### src/rtl/dc_sweep_sequencer.sv
// dc_sweep_sequencer
//   Two-axis DC sweep sequencer for a three-terminal device. Vgs is the outer loop and
//   Vds is the inner loop. After every bias change it waits settle_cycles+1 cycles, requests
//   one drain-current conversion, and streams (vgs_idx, vds_idx, Id) over a valid/ready port.
//
// Ports
//   clk, rst_n           clock (rising edge), synchronous active-low reset
//   start                one-cycle pulse, honoured only in IDLE
//   vgs_*/vds_*          start code, unsigned step and point count per axis (sampled in LOAD)
//   settle_cycles        wait cycles after each bias update (sampled in LOAD)
//   dac_vgs/dac_vds      bias DAC codes; dac_load strobes for one cycle when either changes
//   adc_req/adc_ack      conversion handshake; adc_data is valid together with adc_ack
//   res_*                result stream (valid/ready), raster order
//   busy/done            busy outside IDLE; done pulses at completion or abort
//
// Optional feature, enabled by defining SWEEP_COMPLIANCE_EN:
//   compliance_limit (in) and compliance_hit (out, sticky, cleared in LOAD). A result with
//   |Id| > compliance_limit is still delivered, then the sweep aborts with dac_vds=0 and
//   dac_vgs=vgs_start.
module dc_sweep_sequencer #(
  parameter int unsigned CODE_W   = 12,
  parameter int unsigned CNT_W    = 8,
  parameter int unsigned SETTLE_W = 16,
  parameter int unsigned DATA_W   = 16
) (
  input  logic                clk,
  input  logic                rst_n,
  input  logic                start,
  input  logic [CODE_W-1:0]   vgs_start,
  input  logic [CODE_W-1:0]   vgs_step,
  input  logic [CNT_W-1:0]    vgs_count,
  input  logic [CODE_W-1:0]   vds_start,
  input  logic [CODE_W-1:0]   vds_step,
  input  logic [CNT_W-1:0]    vds_count,
  input  logic [SETTLE_W-1:0] settle_cycles,
  output logic [CODE_W-1:0]   dac_vgs,
  output logic [CODE_W-1:0]   dac_vds,
  output logic                dac_load,
  output logic                adc_req,
  input  logic                adc_ack,
  input  logic [DATA_W-1:0]   adc_data,
  output logic                res_valid,
  input  logic                res_ready,
  output logic [CNT_W-1:0]    res_vgs_idx,
  output logic [CNT_W-1:0]    res_vds_idx,
  output logic [DATA_W-1:0]   res_id,
`ifdef SWEEP_COMPLIANCE_EN
  input  logic [DATA_W-1:0]   compliance_limit,
  output logic                compliance_hit,
`endif
  output logic                busy,
  output logic                done
);

  localparam logic [2:0] StIdle    = 3'd0;
  localparam logic [2:0] StLoad    = 3'd1;
  localparam logic [2:0] StSettle  = 3'd2;
  localparam logic [2:0] StMeasure = 3'd3;
  localparam logic [2:0] StOutput  = 3'd4;
  localparam logic [2:0] StAdvance = 3'd5;

  localparam logic [CNT_W-1:0]    CntOne    = CNT_W'(1);
  localparam logic [SETTLE_W-1:0] SettleOne = SETTLE_W'(1);

  // Saturating unsigned add: the carry out of the CODE_W-bit sum clamps to full scale.
  function automatic logic [CODE_W-1:0] sat_add(input logic [CODE_W-1:0] a,
                                                input logic [CODE_W-1:0] b);
    logic [CODE_W:0] sum;
    sum = {1'b0, a} + {1'b0, b};
    return sum[CODE_W] ? {CODE_W{1'b1}} : sum[CODE_W-1:0];
  endfunction

  logic [2:0]          state_q, state_d;
  logic [CODE_W-1:0]   vgs_step_q, vgs_step_d;
  logic [CNT_W-1:0]    vgs_count_q, vgs_count_d;
  logic [CODE_W-1:0]   vds_start_q, vds_start_d;
  logic [CODE_W-1:0]   vds_step_q, vds_step_d;
  logic [CNT_W-1:0]    vds_count_q, vds_count_d;
  logic [SETTLE_W-1:0] settle_q, settle_d;
  logic [SETTLE_W-1:0] settle_cnt_q, settle_cnt_d;
  logic [CNT_W-1:0]    vgs_idx_q, vgs_idx_d;
  logic [CNT_W-1:0]    vds_idx_q, vds_idx_d;
  logic [CODE_W-1:0]   dac_vgs_q, dac_vgs_d;
  logic [CODE_W-1:0]   dac_vds_q, dac_vds_d;
  logic                dac_load_q, dac_load_d;
  logic                adc_req_q, adc_req_d;
  logic                res_valid_q, res_valid_d;
  logic [DATA_W-1:0]   res_id_q, res_id_d;
  logic                done_q, done_d;
  logic                abort;

`ifdef SWEEP_COMPLIANCE_EN
  logic [CODE_W-1:0]   vgs_start_q, vgs_start_d;
  logic [DATA_W-1:0]   limit_q, limit_d;
  logic                hit_q, hit_d;
  logic [DATA_W:0]     id_mag;

  // One extra bit so the most negative code maps to 2^(DATA_W-1) instead of wrapping.
  always_comb begin
    id_mag = {res_id_q[DATA_W-1], res_id_q};
    if (res_id_q[DATA_W-1]) begin
      id_mag = ~id_mag + {{DATA_W{1'b0}}, 1'b1};
    end
  end

  assign abort = (id_mag > {1'b0, limit_q});
`else
  assign abort = 1'b0;
`endif

  always_comb begin
    state_d      = state_q;
    vgs_step_d   = vgs_step_q;
    vgs_count_d  = vgs_count_q;
    vds_start_d  = vds_start_q;
    vds_step_d   = vds_step_q;
    vds_count_d  = vds_count_q;
    settle_d     = settle_q;
    settle_cnt_d = settle_cnt_q;
    vgs_idx_d    = vgs_idx_q;
    vds_idx_d    = vds_idx_q;
    dac_vgs_d    = dac_vgs_q;
    dac_vds_d    = dac_vds_q;
    dac_load_d   = 1'b0;
    adc_req_d    = adc_req_q;
    res_valid_d  = res_valid_q;
    res_id_d     = res_id_q;
    done_d       = 1'b0;
`ifdef SWEEP_COMPLIANCE_EN
    vgs_start_d  = vgs_start_q;
    limit_d      = limit_q;
    hit_d        = hit_q;
`endif

    case (state_q)
      StIdle: begin
        if (start) state_d = StLoad;
      end

      StLoad: begin
        vgs_step_d  = vgs_step;
        vgs_count_d = vgs_count;
        vds_start_d = vds_start;
        vds_step_d  = vds_step;
        vds_count_d = vds_count;
        settle_d    = settle_cycles;
`ifdef SWEEP_COMPLIANCE_EN
        vgs_start_d = vgs_start;
        limit_d     = compliance_limit;
        hit_d       = 1'b0;
`endif
        if (vgs_count == '0 || vds_count == '0) begin
          // Empty sweep: report completion without touching the bias.
          done_d  = 1'b1;
          state_d = StIdle;
        end else begin
          dac_vgs_d    = vgs_start;
          dac_vds_d    = vds_start;
          vgs_idx_d    = '0;
          vds_idx_d    = '0;
          dac_load_d   = 1'b1;
          settle_cnt_d = settle_cycles;
          state_d      = StSettle;
        end
      end

      StSettle: begin
        if (settle_cnt_q == '0) begin
          adc_req_d = 1'b1;
          state_d   = StMeasure;
        end else begin
          settle_cnt_d = settle_cnt_q - SettleOne;
        end
      end

      StMeasure: begin
        if (adc_ack) begin
          res_id_d    = adc_data;
          adc_req_d   = 1'b0;
          res_valid_d = 1'b1;
          state_d     = StOutput;
        end
      end

      StOutput: begin
        if (res_ready) begin
          res_valid_d = 1'b0;
          state_d     = StAdvance;
        end
      end

      StAdvance: begin
        if (abort) begin
          dac_vds_d  = '0;
`ifdef SWEEP_COMPLIANCE_EN
          dac_vgs_d  = vgs_start_q;
          hit_d      = 1'b1;
`endif
          dac_load_d = 1'b1;
          done_d     = 1'b1;
          state_d    = StIdle;
        end else if (vds_idx_q != vds_count_q - CntOne) begin
          vds_idx_d    = vds_idx_q + CntOne;
          dac_vds_d    = sat_add(dac_vds_q, vds_step_q);
          dac_load_d   = 1'b1;
          settle_cnt_d = settle_q;
          state_d      = StSettle;
        end else if (vgs_idx_q != vgs_count_q - CntOne) begin
          vds_idx_d    = '0;
          dac_vds_d    = vds_start_q;
          vgs_idx_d    = vgs_idx_q + CntOne;
          dac_vgs_d    = sat_add(dac_vgs_q, vgs_step_q);
          dac_load_d   = 1'b1;
          settle_cnt_d = settle_q;
          state_d      = StSettle;
        end else begin
          // Final point: DAC codes are left at the last bias on purpose.
          done_d  = 1'b1;
          state_d = StIdle;
        end
      end

      default: state_d = StIdle;
    endcase
  end

  always_ff @(posedge clk) begin
    if (!rst_n) begin
      state_q      <= StIdle;
      vgs_step_q   <= '0;
      vgs_count_q  <= '0;
      vds_start_q  <= '0;
      vds_step_q   <= '0;
      vds_count_q  <= '0;
      settle_q     <= '0;
      settle_cnt_q <= '0;
      vgs_idx_q    <= '0;
      vds_idx_q    <= '0;
      dac_vgs_q    <= '0;
      dac_vds_q    <= '0;
      dac_load_q   <= 1'b0;
      adc_req_q    <= 1'b0;
      res_valid_q  <= 1'b0;
      res_id_q     <= '0;
      done_q       <= 1'b0;
`ifdef SWEEP_COMPLIANCE_EN
      vgs_start_q  <= '0;
      limit_q      <= '0;
      hit_q        <= 1'b0;
`endif
    end else begin
      state_q      <= state_d;
      vgs_step_q   <= vgs_step_d;
      vgs_count_q  <= vgs_count_d;
      vds_start_q  <= vds_start_d;
      vds_step_q   <= vds_step_d;
      vds_count_q  <= vds_count_d;
      settle_q     <= settle_d;
      settle_cnt_q <= settle_cnt_d;
      vgs_idx_q    <= vgs_idx_d;
      vds_idx_q    <= vds_idx_d;
      dac_vgs_q    <= dac_vgs_d;
      dac_vds_q    <= dac_vds_d;
      dac_load_q   <= dac_load_d;
      adc_req_q    <= adc_req_d;
      res_valid_q  <= res_valid_d;
      res_id_q     <= res_id_d;
      done_q       <= done_d;
`ifdef SWEEP_COMPLIANCE_EN
      vgs_start_q  <= vgs_start_d;
      limit_q      <= limit_d;
      hit_q        <= hit_d;
`endif
    end
  end

  assign dac_vgs     = dac_vgs_q;
  assign dac_vds     = dac_vds_q;
  assign dac_load    = dac_load_q;
  assign adc_req     = adc_req_q;
  assign res_valid   = res_valid_q;
  assign res_vgs_idx = vgs_idx_q;
  assign res_vds_idx = vds_idx_q;
  assign res_id      = res_id_q;
  assign busy        = (state_q != StIdle);
  assign done        = done_q;
`ifdef SWEEP_COMPLIANCE_EN
  assign compliance_hit = hit_q;
`endif

endmodule
### config.mk
export PLATFORM = sky130hd
export DESIGN_NAME = dc_sweep_sequencer
export DESIGN_NICKNAME = d
export VERILOG_FILES = /design/src/rtl/dc_sweep_sequencer.sv
export SDC_FILE = /design/constraint.sdc
export NUM_CORES = 1
export LEC_CHECK = 0
export ABC_CLOCK_PERIOD_IN_PS = 2600
export CAP_MARGIN = 5
export CORE_MARGIN = 2
export CORE_UTILIZATION = 35
export CTS_CLUSTER_SIZE = 25
export DETAILED_ROUTE_END_ITERATION = 16
export DONT_BUFFER_PORTS = 1
export GPL_TIMING_DRIVEN = 0
export PLACE_DENSITY = 0.51
export SLEW_MARGIN = 20
export SYNTH_ARGS = -nofsm -noshare
export SYNTH_HDL_FRONTEND = slang
export SYNTH_SLANG_ARGS = --single-unit
export TNS_END_PERCENT = 100
### constraint.sdc
create_clock -name clk -period 2.6 [get_ports clk]
set_input_delay 0.39 -clock clk [delete_from_list [all_inputs] [get_ports clk]]
set_output_delay 0.39 -clock clk [all_outputs]
set_load 0.05 [all_outputs]
==> results.toml <==
[outcome]
status = "finished, violations left"
violations = "negative setup slack"

[synthesis]
synthAdderAreaFrac = 0.05111
yosysUniqueCellTypes = 60
synth-seq-cells = 147
ys_top_cells_by_area = "dfxtp_1 (37%), nand2_1 (10%), a21oi_1 (6.2%)"
synth_edf_count = 0
synthArstFlopShare = 0
syn_area_mm2 = 0.007883
netlist_top_cells_count = "nand2_1 (214), dfxtp_1 (147), a21oi_1 (97)"
yosys.area_share.simple = 0.2252
synth_nets = 1142
syn_area_per_cell_um2 = 7.805
ys.flop_type = "dfxtp_1"
synth_top_family_by_area = "compound AO/OA/AOI/OAI gates"
synth_compound_area_frac = 0.2397
ys_seq_area_frac = 0.3733
synth_top_area_frac = 0.3733
ys.warnings.count = 0
synth_cells = 1010
post-synth-top-area-cell = "dfxtp_1"
yosys.cell_count.top_type = "nand2_1"
synth-xor-area-share = 0.05333
synthMuxAreaShare = 0.01397

[cts]
cts_inserted_buffers = 17
cts_root_buf = "clkbuf_16"
hold_buffers = 0
worstSkewPairLatency_ns = 0.43
h-tree-depth = 4
cts_tree = "yes"
ctsLongestPathBuffers = 2
cts_num_sinks = 147
path_clk_slew_ns = 0.07

[sta]
finalHoldViolations = 0
hold_ws_ns = 0.08467
fin_crit_ns = 2.793
slew-limit-headroom = 0.4595
fin_worst_skew_ns = 0.01231
finalCritPeriodShare = 1.074
maxSlewViolCount = 0
fmax_ghz = 0.3580
rsz0062_at_grt = "true"
fin_ws_ns = -0.1933
worst_pin_slew_ns = 0.8108
setup_viol = 44

[worst_setup_path]
ff2ff_path_depth = 7
cpMostUsedCell = "or4_4"
end_kind = "flop"
cp_slowest_cell = "or4_4"
critPathMaxFanout = 6
arrival_ns = 3.16
timing.critical_path.cells = "or4_4 -> nor4b_4 -> o211ai_1 -> a211o_2 -> a211o_4 -> or4_4 -> nand2_2"
worst_ep_required_time_ns = 2.96
crit_path_start_kind = "flop"
path_buf_inv = 0
path_depth = 7
r2r_slack_ns = -0.19
path_delay_family = "simple AND/OR/NAND/NOR gates"
max_stage_delay_ns = 0.60
path_class = "reg2reg"

[route]
first_iter_violations = 399
dr.pass1.iters = 5
vias_per_cell = 5.475
vias = 7418
post_drt_wl_per_cell_um = 19.16
routed_wl_mm = 25.96
drc = 0
detail-route-antenna-nets = 0

[global_route]
grt_max_degree = 17
antenna_found_initial = 0
track_usage = 0.2120
grt_pass1_wl_mm = 39.39
grt_overflow = 0
grt_pass1_vias = 7094

[place]
gp_congestion = 0.8267
portBuffers = 0
pre_cts_ws_ns = -0.6664
dpl.hpwl_mm = 18.46

[worst_hold_path]
hold_path_depth = 2
min_path_type = "in2reg"

[cells_and_area]
multiInputGateArea_mm2 = 0.004980
seq_area_mm2 = 0.003010
area_delta_synth_final_pct = 22.40
antenna_cells = 0
utilization = 0.4394
fin_nets = 1194
fillers = 2233
drive_above_1_share = 0.1628

[die]
dieArea_mm2 = 0.02374
core_area_mm2 = 0.02196
start_util = 0.3590
dieWidth_um = 154.1
num_rows = 54
die_y_um = 154.1
io_pins = 162

[power_and_ir_drop]
p_total_uw = 11260
ir_worst_vdd_mv = 0.4397
p_leak_uw = 0.003570
power_density_mw_per_mm2 = 1167

[flow_run]
max_cap_viol_count = 0
==> state kept, by name, indices dropped and copies added (netlist names) <==
name,cells
done,1
state_q,3
res_vds_idx,8
vds_count_q,8
vgs_step_q,12
vds_step_q,12
vds_start_q,12
adc_req,1
settle_q,16
dac_load,1
res_vgs_idx,8
dac_vds,12
vgs_count_q,8
res_id,16
dac_vgs,12
settle_cnt_q,16
res_valid,1
==> cell type report <==
type                    instances  share of cell area
clock inverters                15             0.01764
clock buffers                  17             0.04409
plain buffers                  64             0.03566
multi-input cells             776              0.5161
well taps                     280             0.03631
flip-flops and latches        147              0.3120
repair buffers                 34             0.02931
inverters                      22            0.008819
==> power by group <==
group          switching, µW  total, µW  internal (µW)  leakage [µW]
clock                   1100       2540           1440      0.000293
combinational           2880       4880           2000       0.00206
sequential              1010       3840           2830       0.00121
==> cells by family after synthesis <==
| logic type | after synthesis |
|---|---|
| and+or+nand+nor | 390 |
| AOI/OAI and AO/OA | 296 |
| DFF | 147 |
| buffers and inverters | 87 |
| xor gates and xnor gates | 48 |
| adders and majority gates | 31 |
| muxes | 11 |
==> timing repair <==
action | in CTS | in global routing
gates resized for setup | 81 | 90
endpoints found under the setup margin | 59 | 80
setup buffers | 25 | 10
gates cloned | 1 | 1
pin swaps | 21 | 23
==> path summary, 6_finish.rpt <==
check / startpoint / endpoint
min reg2reg: vds_start_q[4] / vds_start_q[4]
min: vds_start[8] / vds_start_q[8]
max reg2reg: vds_count_q[0] / res_vgs_idx[3]
max: vds_count_q[0] / res_vgs_idx[3]
==> layout by cell type, fill, tap and decap left out, types with 7 or more instances in the layout <==
cell type	instances
nand2_1	211
dfxtp_1	121
a21oi_1	93
nor2_1	47
clkbuf_1	45
o21ai_0	40
xnor2_1	30
nand3_1	26
buf_4	26
ha_1	24
nand2b_1	23
a21boi_0	23
inv_1	19
xor2_1	18
a31oi_1	17
clkbuf_16	17
o211ai_1	15
nor4_1	14
buf_6	14
dfxtp_4	14
dfxtp_2	12
nor3_1	11
mux2i_1	11
and3_1	9
a22oi_1	9
o221ai_1	8
a21boi_1	8
clkbuf_2	7
nor2b_1	7
a211oi_1	7
==> stage by stage <==
stage | cell area [µm²] | cells | setup TNS, ns
detailed placement | 8255 | 1290 | -30.99
global route | 9648 | 1355 | -9.181
floorplan | 7905 | 1010 | 0
global placement | 8255 | 1290 | -29.65
CTS | 9289 | 1347 | -2.382
finish | 9648 | 1355 | -3.813
==> layer usage <==
metal  vias to the layer above  track usage  share of wire
met2                       187       0.3508           0.48
met4                         0      0.06542          0.016
met3                        24      0.06116          0.068
met5                         -            0              0
met1                      3510       0.2669           0.44
li1                       3697            -              -
(Power assumes the default switching activity.)
